<file path="src/rtl/rs_param_station.sv">
// Parametrised reservation station: free-list allocation, CDB wakeup with dispatch bypass,
// age-matrix oldest-ready selection into a registered issue stage, synchronous flush.
module rs_param_station #(
    parameter int DEPTH   = 4,
    parameter int XLEN    = 32,
    parameter int TAG_W   = 4,
    parameter int OP_W    = 3,
    parameter int RS_BASE = 0
) (
    input  logic                       clk,
    input  logic                       reset,
    input  logic                       flush,
    input  logic                       disp_valid,
    output logic                       disp_ready,
    output logic [TAG_W-1:0]           disp_tag,
    input  logic [OP_W-1:0]            disp_op,
    input  logic                       disp_src1_rdy,
    input  logic [XLEN-1:0]            disp_src1_val,
    input  logic [TAG_W-1:0]           disp_src1_tag,
    input  logic                       disp_src2_rdy,
    input  logic [XLEN-1:0]            disp_src2_val,
    input  logic [TAG_W-1:0]           disp_src2_tag,
    input  logic                       cdb_valid,
    input  logic [TAG_W-1:0]           cdb_tag,
    input  logic [XLEN-1:0]            cdb_value,
    output logic                       issue_valid,
    input  logic                       issue_ready,
    output logic [OP_W-1:0]            issue_op,
    output logic [XLEN-1:0]            issue_src1,
    output logic [XLEN-1:0]            issue_src2,
    output logic [TAG_W-1:0]           issue_tag,
    output logic [$clog2(DEPTH+1)-1:0] occupancy
);
    localparam int IDX_W = $clog2(DEPTH);
    localparam int OCC_W = $clog2(DEPTH+1);

    logic [DEPTH-1:0] r_busy;
    logic [DEPTH-1:0] r_rdy1;
    logic [DEPTH-1:0] r_rdy2;
    logic [OP_W-1:0]  r_op   [DEPTH];
    logic [XLEN-1:0]  r_val1 [DEPTH];
    logic [XLEN-1:0]  r_val2 [DEPTH];
    logic [TAG_W-1:0] r_tag1 [DEPTH];
    logic [TAG_W-1:0] r_tag2 [DEPTH];
    logic [DEPTH-1:0] r_age  [DEPTH];

    logic             r_issue_valid;
    logic [OP_W-1:0]  r_issue_op;
    logic [XLEN-1:0]  r_issue_src1;
    logic [XLEN-1:0]  r_issue_src2;
    logic [TAG_W-1:0] r_issue_tag;
    logic [OCC_W-1:0] r_occ;

    logic [IDX_W-1:0] w_free_idx;
    logic [IDX_W-1:0] w_sel_idx;
    logic [DEPTH-1:0] w_elig;
    logic [DEPTH-1:0] w_sel;
    logic [DEPTH-1:0] w_new;
    logic             w_dispatch;
    logic             w_load;
    logic             w_byp1;
    logic             w_byp2;

    assign disp_ready = (~&r_busy) & ~flush;
    assign disp_tag   = TAG_W'(RS_BASE) + TAG_W'(w_free_idx);
    assign w_dispatch = disp_valid & disp_ready;
    assign w_elig     = r_busy & r_rdy1 & r_rdy2;
    assign w_load     = (|w_elig) & (~r_issue_valid | issue_ready) & ~flush;
    assign w_byp1     = ~disp_src1_rdy & cdb_valid & (cdb_tag == disp_src1_tag);
    assign w_byp2     = ~disp_src2_rdy & cdb_valid & (cdb_tag == disp_src2_tag);

    // Lowest free index, and the one-hot entry receiving this cycle's dispatch.
    always_comb begin
        w_free_idx = '0;
        for (int i = DEPTH-1; i >= 0; i--) begin
            w_free_idx = r_busy[i] ? w_free_idx : IDX_W'(i);
        end
        for (int i = 0; i < DEPTH; i++) begin
            w_new[i] = w_dispatch & (w_free_idx == IDX_W'(i));
        end
    end

    // An eligible entry wins only if it is older than every other eligible entry.
    always_comb begin
        w_sel     = w_elig;
        w_sel_idx = '0;
        for (int i = 0; i < DEPTH; i++) begin
            for (int j = 0; j < DEPTH; j++) begin
                w_sel[i] = w_sel[i] & ((i == j) | ~w_elig[j] | r_age[i][j]);
            end
        end
        for (int i = 0; i < DEPTH; i++) begin
            w_sel_idx = w_sel[i] ? IDX_W'(i) : w_sel_idx;
        end
    end

    // Entry array: allocation with bypass, CDB wakeup, free on load, age tracking.
    always_ff @(posedge clk or negedge reset) begin
        if (!reset) begin
            r_busy <= '0;
            r_rdy1 <= '0;
            r_rdy2 <= '0;
            for (int i = 0; i < DEPTH; i++) begin
                r_op[i]   <= '0;
                r_val1[i] <= '0;
                r_val2[i] <= '0;
                r_tag1[i] <= '0;
                r_tag2[i] <= '0;
                r_age[i]  <= '0;
            end
        end else if (flush) begin
            r_busy <= '0;
            for (int i = 0; i < DEPTH; i++) begin
                r_age[i] <= '0;
            end
        end else begin
            for (int i = 0; i < DEPTH; i++) begin
                if (w_new[i]) begin
                    r_busy[i] <= 1'b1;
                    r_op[i]   <= disp_op;
                    r_rdy1[i] <= disp_src1_rdy | w_byp1;
                    r_val1[i] <= w_byp1 ? cdb_value : disp_src1_val;
                    r_tag1[i] <= disp_src1_tag;
                    r_rdy2[i] <= disp_src2_rdy | w_byp2;
                    r_val2[i] <= w_byp2 ? cdb_value : disp_src2_val;
                    r_tag2[i] <= disp_src2_tag;
                end else begin
                    if (w_load && w_sel[i]) begin
                        r_busy[i] <= 1'b0;
                    end
                    if (r_busy[i] && !r_rdy1[i] && cdb_valid && (r_tag1[i] == cdb_tag)) begin
                        r_rdy1[i] <= 1'b1;
                        r_val1[i] <= cdb_value;
                    end
                    if (r_busy[i] && !r_rdy2[i] && cdb_valid && (r_tag2[i] == cdb_tag)) begin
                        r_rdy2[i] <= 1'b1;
                        r_val2[i] <= cdb_value;
                    end
                end
                // A new entry is younger than every entry that is busy right now.
                for (int j = 0; j < DEPTH; j++) begin
                    r_age[i][j] <= w_new[i] ? 1'b0 : (w_new[j] ? r_busy[i] : r_age[i][j]);
                end
            end
        end
    end

    // Issue register and occupancy counter.
    always_ff @(posedge clk or negedge reset) begin
        if (!reset) begin
            r_issue_valid <= 1'b0;
            r_issue_op    <= '0;
            r_issue_src1  <= '0;
            r_issue_src2  <= '0;
            r_issue_tag   <= '0;
            r_occ         <= '0;
        end else if (flush) begin
            r_issue_valid <= 1'b0;
            r_occ         <= '0;
        end else begin
            if (w_load) begin
                r_issue_valid <= 1'b1;
                r_issue_op    <= r_op[w_sel_idx];
                r_issue_src1  <= r_val1[w_sel_idx];
                r_issue_src2  <= r_val2[w_sel_idx];
                r_issue_tag   <= TAG_W'(RS_BASE) + TAG_W'(w_sel_idx);
            end else if (issue_ready) begin
                r_issue_valid <= 1'b0;
            end
            r_occ <= r_occ + OCC_W'(w_dispatch) - OCC_W'(w_load);
        end
    end

    assign issue_valid = r_issue_valid;
    assign issue_op    = r_issue_op;
    assign issue_src1  = r_issue_src1;
    assign issue_src2  = r_issue_src2;
    assign issue_tag   = r_issue_tag;
    assign occupancy   = r_occ;

endmodule

</file>
<file path="config.mk">
export PLATFORM = sky130hd
export DESIGN_NAME = rs_param_station
export DESIGN_NICKNAME = d
export VERILOG_FILES = /design/src/rtl/rs_param_station.sv
export SDC_FILE = /design/constraint.sdc
export NUM_CORES = 1
export LEC_CHECK = 0
export CORE_ASPECT_RATIO = 1.4
export CORE_MARGIN = 2
export CORE_UTILIZATION = 53
export CTS_CLUSTER_SIZE = 25
export DETAILED_ROUTE_END_ITERATION = 12
export PLACE_DENSITY = 0.83
export SLEW_MARGIN = 30
export SYNTH_ARGS = -nofsm -noshare
export SYNTH_HDL_FRONTEND = slang
export SYNTH_SLANG_ARGS = --single-unit
</file>
<file path="constraint.sdc">
create_clock -name clk -period 4.39 [get_ports clk]
set_clock_uncertainty 0.15 [all_clocks]
set_input_delay 0.878 -clock clk [delete_from_list [all_inputs] [get_ports clk]]
set_output_delay 0.878 -clock clk [all_outputs]
set_load 0.05 [all_outputs]
</file>
* Word level (Yosys, flattened, before mapping)
Cells that the tools add are included.
** Storage, ports and cells
- Flip-flop bits (word level) :: 397
- Bits in latches :: 0
- Memory bits (writable) :: 0
- Bits in read-only memories :: 0
- Output and inout port bits :: 80
- Logic and storage cells :: 280
- Memories kept :: 0
** Operators by class
- Add/subtract/negate cells :: 2
- Multipliers :: 0
- Div/mod/pow operators :: 0
- $lt $le $gt $ge :: 1
- Equality and inequality tests :: 13
- Shift operators :: 0
- Multiplexer cells :: 92
- Bitwise logic cells :: 50
- Reduce and logical (&&, ||, !) cells :: 72
** Operators with widths (count)
- $mux 32 :: 22
- $bmux 32 s2 :: 2
- $mux 1 :: 56
- $eq 4x4->1 :: 10
- $reduce_bool 3->1 :: 11
- $logic_and 1x1->1 :: 28
- $reduce_and 2->1 :: 13
- $and 1x1->1 :: 24
- $mux 16 :: 1
- $reduce_bool 2->1 :: 8
- $or 1x1->1 :: 15
- $mux 2 :: 6
- $logic_not 1->1 :: 9
- $mux 3 :: 3
- $and 4x4->4 :: 2
- $not 1->1 :: 8
- $bmux 3 s2 :: 1
- $eq 2x2->1 const B :: 2
- $mux 4 :: 1
- $reduce_and 4->1 :: 1
- $reduce_or 4->1 :: 1
- $add 3x1->3 :: 1
- $ge 3x3->1 const B :: 1
- $not 2->3 :: 1
- 3 further kinds :: 3

* Depth between registers and ports, before layout
Gate-level depths: netlist (run 1).
- Depth in word-level cells :: 14
- Mapped depth :: 15
- Depth with buffers taken out :: 11

* Worst setup path before layout (run 1)
Ideal clock, no wire load.
- Path kind :: input to register
- From :: in flush
- To :: reg r_occ[2], in the netlist occupancy[2]
- Setup time :: 0.132 ns
- Data arrival time :: 3.193 ns
- Slack :: 0.915 ns
- Stages :: 10
- Path buffers :: 1
- Cell sequence :: clkbuf_1 -> a41oi_1 -> nand2_1 -> ha_1 -> inv_1 -> ha_1 -> inv_1 -> fa_1 -> xnor2_1 -> nor2_1
** On the way
- Longest elaborated chain between the ends :: 6
** RTL lines
- start: declaration :: line 12 : input logic flush,
- $not 1->1 (no line)
- $and 1x1->1 :: line 64 : assign disp_ready = (~&r_busy) & ~flush;
- via disp_ready :: line 14 : output logic disp_ready,
- $and 1x1->1 :: line 66 : assign w_dispatch = disp_valid & disp_ready;
- $add 3x1->3 :: line 170 : r_occ <= r_occ + OCC_W'(w_dispatch) - OCC_W'(w_load);
- $sub 3x1->3 :: line 170
- $mux 3 :: line 157 : end else if (flush) begin
- end signal: assignment :: line 170
- end: declaration :: line 52 : logic [OCC_W-1:0] r_occ;
The timed path passes the listed nets, and every way through them passes these cells.
A chain may end at the register's enable or synchronous reset.

* Worst setup path in the final report (run 1)
- From :: reg r_busy[1]
- To :: out disp_tag[1]
** On the way
- Longest elaborated chain between the ends :: 2
** RTL lines
- start: declaration :: line 37 : logic [DEPTH-1:0] r_busy;
- start signal: assignment :: line 100 : r_busy <= '0;
- start signal: assignment :: line 112 : r_busy <= '0;
- start signal: indexed assignment :: line 119 : r_busy[i] <= 1'b1;
- $mux 2 (2 in series) :: line 76 : w_free_idx = r_busy[i] ? w_free_idx : IDX_W'(i);
- end: declaration :: line 15 : output logic [TAG_W-1:0] disp_tag,
Every way passes these cells.

==> flow_metrics.py, run 1 <==
metrics = {
    "synthesis": {
        "synth_top_area_share_pct": 49.92,
        "synth_cells": 1802,
        "synthFlopType": "dfrtp_1",
        "synth_area_per_cell_sq_um": 11.04,
        "synth_edf_count": 0,
        "yosys_warnings": 0,
        "synthArstFlopShare_pct": 100.0,
        "ys_ff_latch": 397,
        "syn_area_sq_mm": 0.01990,
        "yosys-top-cells-area": "dfrtp_1 (50%), mux2_2 (9.6%), mux2i_1 (8.0%)",
        "ys_types": 60,
        "synth_area_leader_cell": "dfrtp_1",
        "yosysSeqAreaShare_pct": 49.92,
    },
    "sta": {
        "final_max_slew_viol_count": 0,
        "period_share_pct": 78.83,
        "setup_tns_ns": 0,
        "rsz0062_at_grt": "no",
        "hold_violations": 0,
        "setup_ws_ns": 0.9294,
        "max_freq_mhz": 289.0,
        "maxSlewHeadroom_pct": 32.08,
        "finalSetupViolCount": 0,
        "worst_hold_slack_ns": 0.1919,
        "min_period_ns": 3.461,
        "tightest_slew_ns": 1.012,
    },
    "drt": {
        "vias_per_cell": 6.259,
        "vias": 15359,
        "drt-initial-drc-count": 1817,
        "wirelength_um": 55940,
        "firstDrtPassIters": 10,
        "wl_per_cell_um": 22.80,
        "final_antenna_net_count": 0,
        "drc": 0,
    },
    "power": {
        "pwr_density_cell_mw_per_mm2": 519.2,
        "p_leak_nw": 10.68,
        "peakVddDrop_uv": 354.8,
    },
    "global_route": {
        "grt_max_degree": 137,
        "grt_pass1_wl_um": 88510,
        "grt.overflow.total": 0,
        "gr-usage-all-layers_pct": 28.60,
        "antenna_found_initial": 6,
        "grt_pass1_vias": 16375,
    },
    "die": {
        "num_io_pins": 199,
        "die_area_sq_mm": 0.03914,
        "die_w_um": 167.8,
        "start_util_pct": 53.34,
        "core_sq_mm": 0.03731,
        "fp.dieH_um": 233.3,
        "num_rows": 84,
    },
    "placement": {
        "numPortBuffers": 194,
        "finalWeightedCongestion": 0.8990,
        "place_hpwl_um": 34820,
        "pre_cts_ws_ns": 0.6200,
    },
    "cts": {
        "cts_setup_buffers": 0,
        "htreeDepth": 2,
        "ctsResizeCount": 0,
        "clk_latency_ns": 0.54,
        "clk_pin_slew_ns": 0.06,
        "cts.path.max_buffers": 3,
        "cts_tree": "done",
        "clock-root-buffer": "clkbuf_16",
        "clock_sinks": 397,
        "hold_buffers": 0,
        "cts_made_buffers": 39,
    },
    "final_layout": {
        "drive_above_1_share_pct": 17.20,
        "multi_input_area_sq_mm": 0.009346,
        "fillers": 2754,
        "seq_area_sq_mm": 0.009935,
        "syn2layout_area_growth_pct": 19.22,
        "nNetsFinal": 2072,
    },
    "setup_path": {
        "path_class": "register to output port",
        "crit_chain": "nand2_1, a21oi_1, clkdlybuf4s50_1",
        "endpoint_kind": "output port",
        "cp_max_fo": 11,
        "slowest_stage": "clkdlybuf4s50_1",
        "cp-start-kind": "register",
        "slowest_delay_ns": 0.86,
        "worst_r2r_endpoint": "issue_src2[28]$_DFFE_PN0P_",
        "worst_ep_required_time_ns": 3.36,
        "reg2reg_from": "r_busy[0]$_DFFE_PN0P_",
        "cp.arrival_ns": 2.43,
        "rrSetupSlack_ns": 1.16,
        "reg2reg_depth": 7,
    },
    "job": {
        "cap_violations": 0,
    },
    "min_path": {
        "hold_path.class": "input port to asynchronous set/reset pin",
    },
    "run_status": {
        "status": "finished, final reports clean",
    },
}
[kinds of logic (layout without fill, tap and decap cells)]
group                    after synthesis  count (layout)  share of synthesized area (%)
AO/OA/AOI/OAI                        342             342                          11.54
XOR/XNOR                              36              36                          1.584
adder cells (fa/ha/maj)                3               3                         0.2263
buffers and inverters                148             320                          3.879
flip-flops                           397             397                          49.92
multiplexers                         419             419                          23.31
other                                  1               8                        0.01884
AND/OR/NAND/NOR                      456             456                          9.519
[flip-flops by register name, indices dropped and copies added, names as in the netlist]
signal and count:
r_age 12, r_tag1 16, r_val2 128, r_val1 128, r_rdy1 4, r_rdy2 4
issue_src2 32, issue_tag 2, issue_valid 1, r_tag2 16, r_busy 4, occupancy 3
issue_src1 32, r_op 12, issue_op 3
[cell usage after synthesis (3+ instances only)]
master    count
dfrtp_1     397
nand4_1       7
nand2_1     184
nand4b_1      5
nand3_1       7
a21oi_1     205
o21ai_0      20
inv_1         8
buf_6        15
nor2_1      210
o21ai_1      17
o32a_1        8
mux2_4       32
and3_1        4
nor2b_1       8
nand2b_1      5
mux2i_1     160
a222oi_1     67
xnor2_1      20
buf_1         4
buf_2        45
nor3_1       11
xor2_1       16
mux2_2      169
o31ai_1       3
a31oi_4       3
buf_4        12
clkbuf_1     62
mux2_1       58
[where the power goes]
part           total (mW)  internal, mW  switching (mW)
registers            5.11          4.54           0.568
clock network        3.28          1.86            1.42
logic                3.92          1.57            2.35
[cell type report]
class | count | share of cell area [%]
flip-flops and latches | 397 | 41.87
repair buffers | 242 | 10.80
diodes | 4 | 0.04219
clock inverters | 9 | 0.2268
inverters | 10 | 0.1793
well taps | 473 | 2.494
multi-input cells | 1260 | 39.39
clock buffers | 59 | 4.989
[worst max-delay path: cells and delay by family (launching register included)]
family	cells	cell delay, ns
DFF	1	0.55
AOI/OAI and AO/OA	1	0.27
and+or+nand+nor	1	0.20
buffers and inverters	1	0.86
[cell usage in the layout, fill, tap and decap left out, drive strengths merged, types with 7 or more instances in the layout]
| cell type | Yosys | layout |
|---|---|---|
| nor2b | 9 | 9 |
| buf | 76 | 50 |
| nand2 | 184 | 184 |
| a222oi | 67 | 67 |
| inv | 10 | 11 |
| mux2 | 259 | 259 |
| dfrtp | 397 | 397 |
| nor2 | 210 | 210 |
| o32a | 8 | 8 |
| xor2 | 16 | 16 |
| nand4 | 7 | 7 |
| a21oi | 205 | 205 |
| o21ai | 37 | 37 |
| clkbuf | 62 | 59 |
| mux2i | 160 | 160 |
| xnor2 | 20 | 20 |
| nand3 | 7 | 7 |
| nor3 | 11 | 11 |
| clkdlybuf4s50 | 0 | 192 |
[worst max-delay path by stage]
stage / startpoint / endpoint / slack (ns) / depth (start not counted)
after floorplan: flush / occupancy[2]$_DFF_PN0_ / 0.91 / 10
after global placement: flush / occupancy[2]$_DFF_PN0_ / 0.73 / 11
after detailed placement: flush / occupancy[2]$_DFF_PN0_ / 0.62 / 11
after CTS: r_busy[1]$_DFFE_PN0P_ / disp_tag[1] / 0.95 / 3
after global routing: r_busy[1]$_DFFE_PN0P_ / disp_tag[1] / 0.79 / 3
final: r_busy[1]$_DFFE_PN0P_ / disp_tag[1] / 0.93 / 3
[stage by stage]
stage	instance area (sq um)	utilization, %	instances	total power [mW]
after CTS	23720	63.56	2450	12.35
after global placement	22450	60.17	2381	8.896
after detailed placement	22480	60.24	2382	9.052
final	23730	63.59	2454	12.32
after floorplan	19910	-	1805	7.602
after global routing	23730	63.59	2454	12.86
[per-layer routing]
metal	wire length, um	vias to the layer above	track usage [%]
met2	28350	699	49.64
met5	24	-	0
met3	3983	189	5.185
met4	2487	4	14.89
met1	21100	7711	34.00
li1	-	6756	-
Power figures use the tool's default switching activity.
==> run 2, diff against run 1 <==
==> constraint.sdc (replaced) <==
create_clock -name clk -period 3.5 [get_ports clk]
set_clock_uncertainty 0.15 [all_clocks]
set_input_delay 0.7 -clock clk [delete_from_list [all_inputs] [get_ports clk]]
set_output_delay 0.7 -clock clk [all_outputs]
set_load 0.05 [all_outputs]
==> run 2 against run 1 <==
Power rose by 28%. Via count rose by 0.82%. Sequential cell count did not move. Critical path type unchanged. Critical endpoint unchanged. Largest cell class unchanged.
==> flow_metrics.py, run 2 (synthesized netlist as in run 1, its figures left out) <==
metrics = {
    "run_status": {
        "status": "finished, final reports clean",
    },
    "sta": {
        "hold_violations": 0,
        "maxSlewHeadroom_pct": 36.54,
        "setup_ws_ns": 0.2554,
        "min_period_ns": 3.245,
        "final_max_slew_viol_count": 0,
        "rsz0062_at_grt": "no",
        "setup_tns_ns": 0,
        "worst_hold_slack_ns": 0.3251,
        "period_share_pct": 92.70,
        "tightest_slew_ns": 0.9451,
        "finalSetupViolCount": 0,
        "max_freq_mhz": 308.2,
    },
    "cts": {
        "clock_sinks": 397,
        "cts.path.max_buffers": 3,
        "clk_pin_slew_ns": 0.06,
        "cts_tree": "done",
        "clk_latency_ns": 0.55,
        "clock-root-buffer": "clkbuf_16",
        "cts_made_buffers": 39,
        "htreeDepth": 2,
        "cts_setup_buffers": 0,
    },
    "power": {
        "combPwrFrac_pct": 31.3,
        "total_power_mw": 15.77,
        "swShare_pct": 34.68,
        "pwr-share-seq_pct": 40.7,
        "p_leak_nw": 10.83,
        "pwr_density_cell_mw_per_mm2": 657.0,
        "power.internal_mw": 10.30,
        "pwr-share-clk_pct": 28.0,
        "peakVddDrop_uv": 634.3,
        "power_switching_mw": 5.467,
    },
    "setup_path": {
        "cpLargestDelayFamily": "buffers and inverters",
        "slowest_stage": "clkdlybuf4s50_1",
        "critPathBufInv": 1,
        "cp_max_fo": 11,
        "reg2reg_depth": 11,
        "cp.arrival_ns": 2.39,
        "crit_cells": 3,
        "worst_ep_required_time_ns": 2.65,
        "crit_chain": "nand2_1, a21oi_1, clkdlybuf4s50_1",
        "endpoint_kind": "output port",
        "path_class": "register to output port",
        "slowest_delay_ns": 0.86,
        "cp-start-kind": "register",
        "rrSetupSlack_ns": 0.36,
    },
    "global_route": {
        "grt.overflow.total": 0,
        "grt_pass1_wl_um": 90260,
        "grt_max_degree": 137,
        "grt_pass1_vias": 16601,
        "antenna_found_initial": 4,
        "gr-usage-all-layers_pct": 29.24,
    },
    "final_layout": {
        "final_core_util_pct": 64.32,
        "drive_above_1_share_pct": 17.82,
        "final_cell_mix": "dfrtp_1 (397), nor2_1 (208), a21oi_1 (202)",
        "syn2layout_area_growth_pct": 20.60,
        "final_common_cell": "dfrtp_1",
        "nNetsFinal": 2087,
        "finalNonFillerCells": 2466,
        "reg_top3": "r_val1 (128), r_val2 (128)",
        "final_area_sq_mm": 0.02400,
    },
    "drt": {
        "vias_per_cell": 6.279,
        "final_antenna_net_count": 0,
        "drc": 0,
        "vias": 15485,
        "wirelength_um": 56850,
        "drt-initial-drc-count": 1748,
        "wl_per_cell_um": 23.05,
        "firstDrtPassIters": 9,
    },
    "job": {
        "cap_violations": 0,
    },
    "min_path": {
        "whs_path_depth": 2,
        "hold_path.class": "register to register",
    },
    "placement": {
        "numPortBuffers": 194,
        "place_hpwl_um": 35840,
        "dp.cells": 2396,
        "placed_cell_area_sq_mm": 0.02265,
        "finalWeightedCongestion": 0.9171,
        "pre_cts_ws_ns": 0.1083,
    },
    "die": {
        "die_area_sq_mm": 0.03914,
        "core_sq_mm": 0.03731,
        "start_util_pct": 53.34,
        "fp.dieH_um": 233.3,
        "die_w_um": 167.8,
        "num_rows": 84,
        "num_io_pins": 199,
    },
}
run 2: cell count changes in the layout (fill, tap and decap cells not counted), moves of 2 or more:
cell / previous run / this run
bufinv_16: 0 / 4
buf_4: 29 / 38
diode_2: 4 / 1
clkinvlp_4: 2 / 0
buf_12: 19 / 23
run 2: worst paths after layout:
check                                 startpoint                          to
max in group asynchronous                  reset      r_val1[75]$_DFFE_PN0P_
hold reg to reg             r_op[10]$_DFFE_PN0P_        r_op[10]$_DFFE_PN0P_
hold / removal              r_op[10]$_DFFE_PN0P_        r_op[10]$_DFFE_PN0P_
setup / recovery           r_busy[1]$_DFFE_PN0P_                 disp_tag[1]
min in group asynchronous                  reset  issue_src1[25]$_DFFE_PN0P_
setup reg to reg           r_busy[0]$_DFFE_PN0P_      occupancy[2]$_DFF_PN0_
run 2: repair_timing:
item,CTS,global route
resized for setup,0,0
hold buffers,1,0
hold endpoints to repair,43,0
run 2: power by group through the flow:
stage	sequential [mW]	clock [mW]	combinational (mW)
6_report	6.42	4.41	4.94
5_1_grt	6.54	4.64	5.27
4_1_cts	6.41	4.45	4.95
3_5_place_dp	6.47	0	4.92
3_3_place_gp	6.40	0	4.79
2_1_floorplan	7.68	0	1.85
run 2: tightest hold or removal path, cell delays in order, from the launching register on:
cell and delay, ns:
dfrtp_1 0.34, nand2_1 0.05, nand2_1 0.06
run 2: area by class of cell:
class	instances	area (sq um)
Fill cell	2753	13310
Sequential cell	397	9935
Multi-Input combinational cell	1260	9346
Timing Repair Buffer	257	2748
Clock buffer	58	1180
Tap cell	473	591.8
Clock inverter	10	153.9
Inverter	10	42.54
Antenna cell	1	2.502
run 2: metal layers:
metal	share of wire (%)	GRT usage (%)
met2	51	50.90
met4	5.0	16.03
met5	0.063	0
met1	38	34.82
met3	6.6	4.524
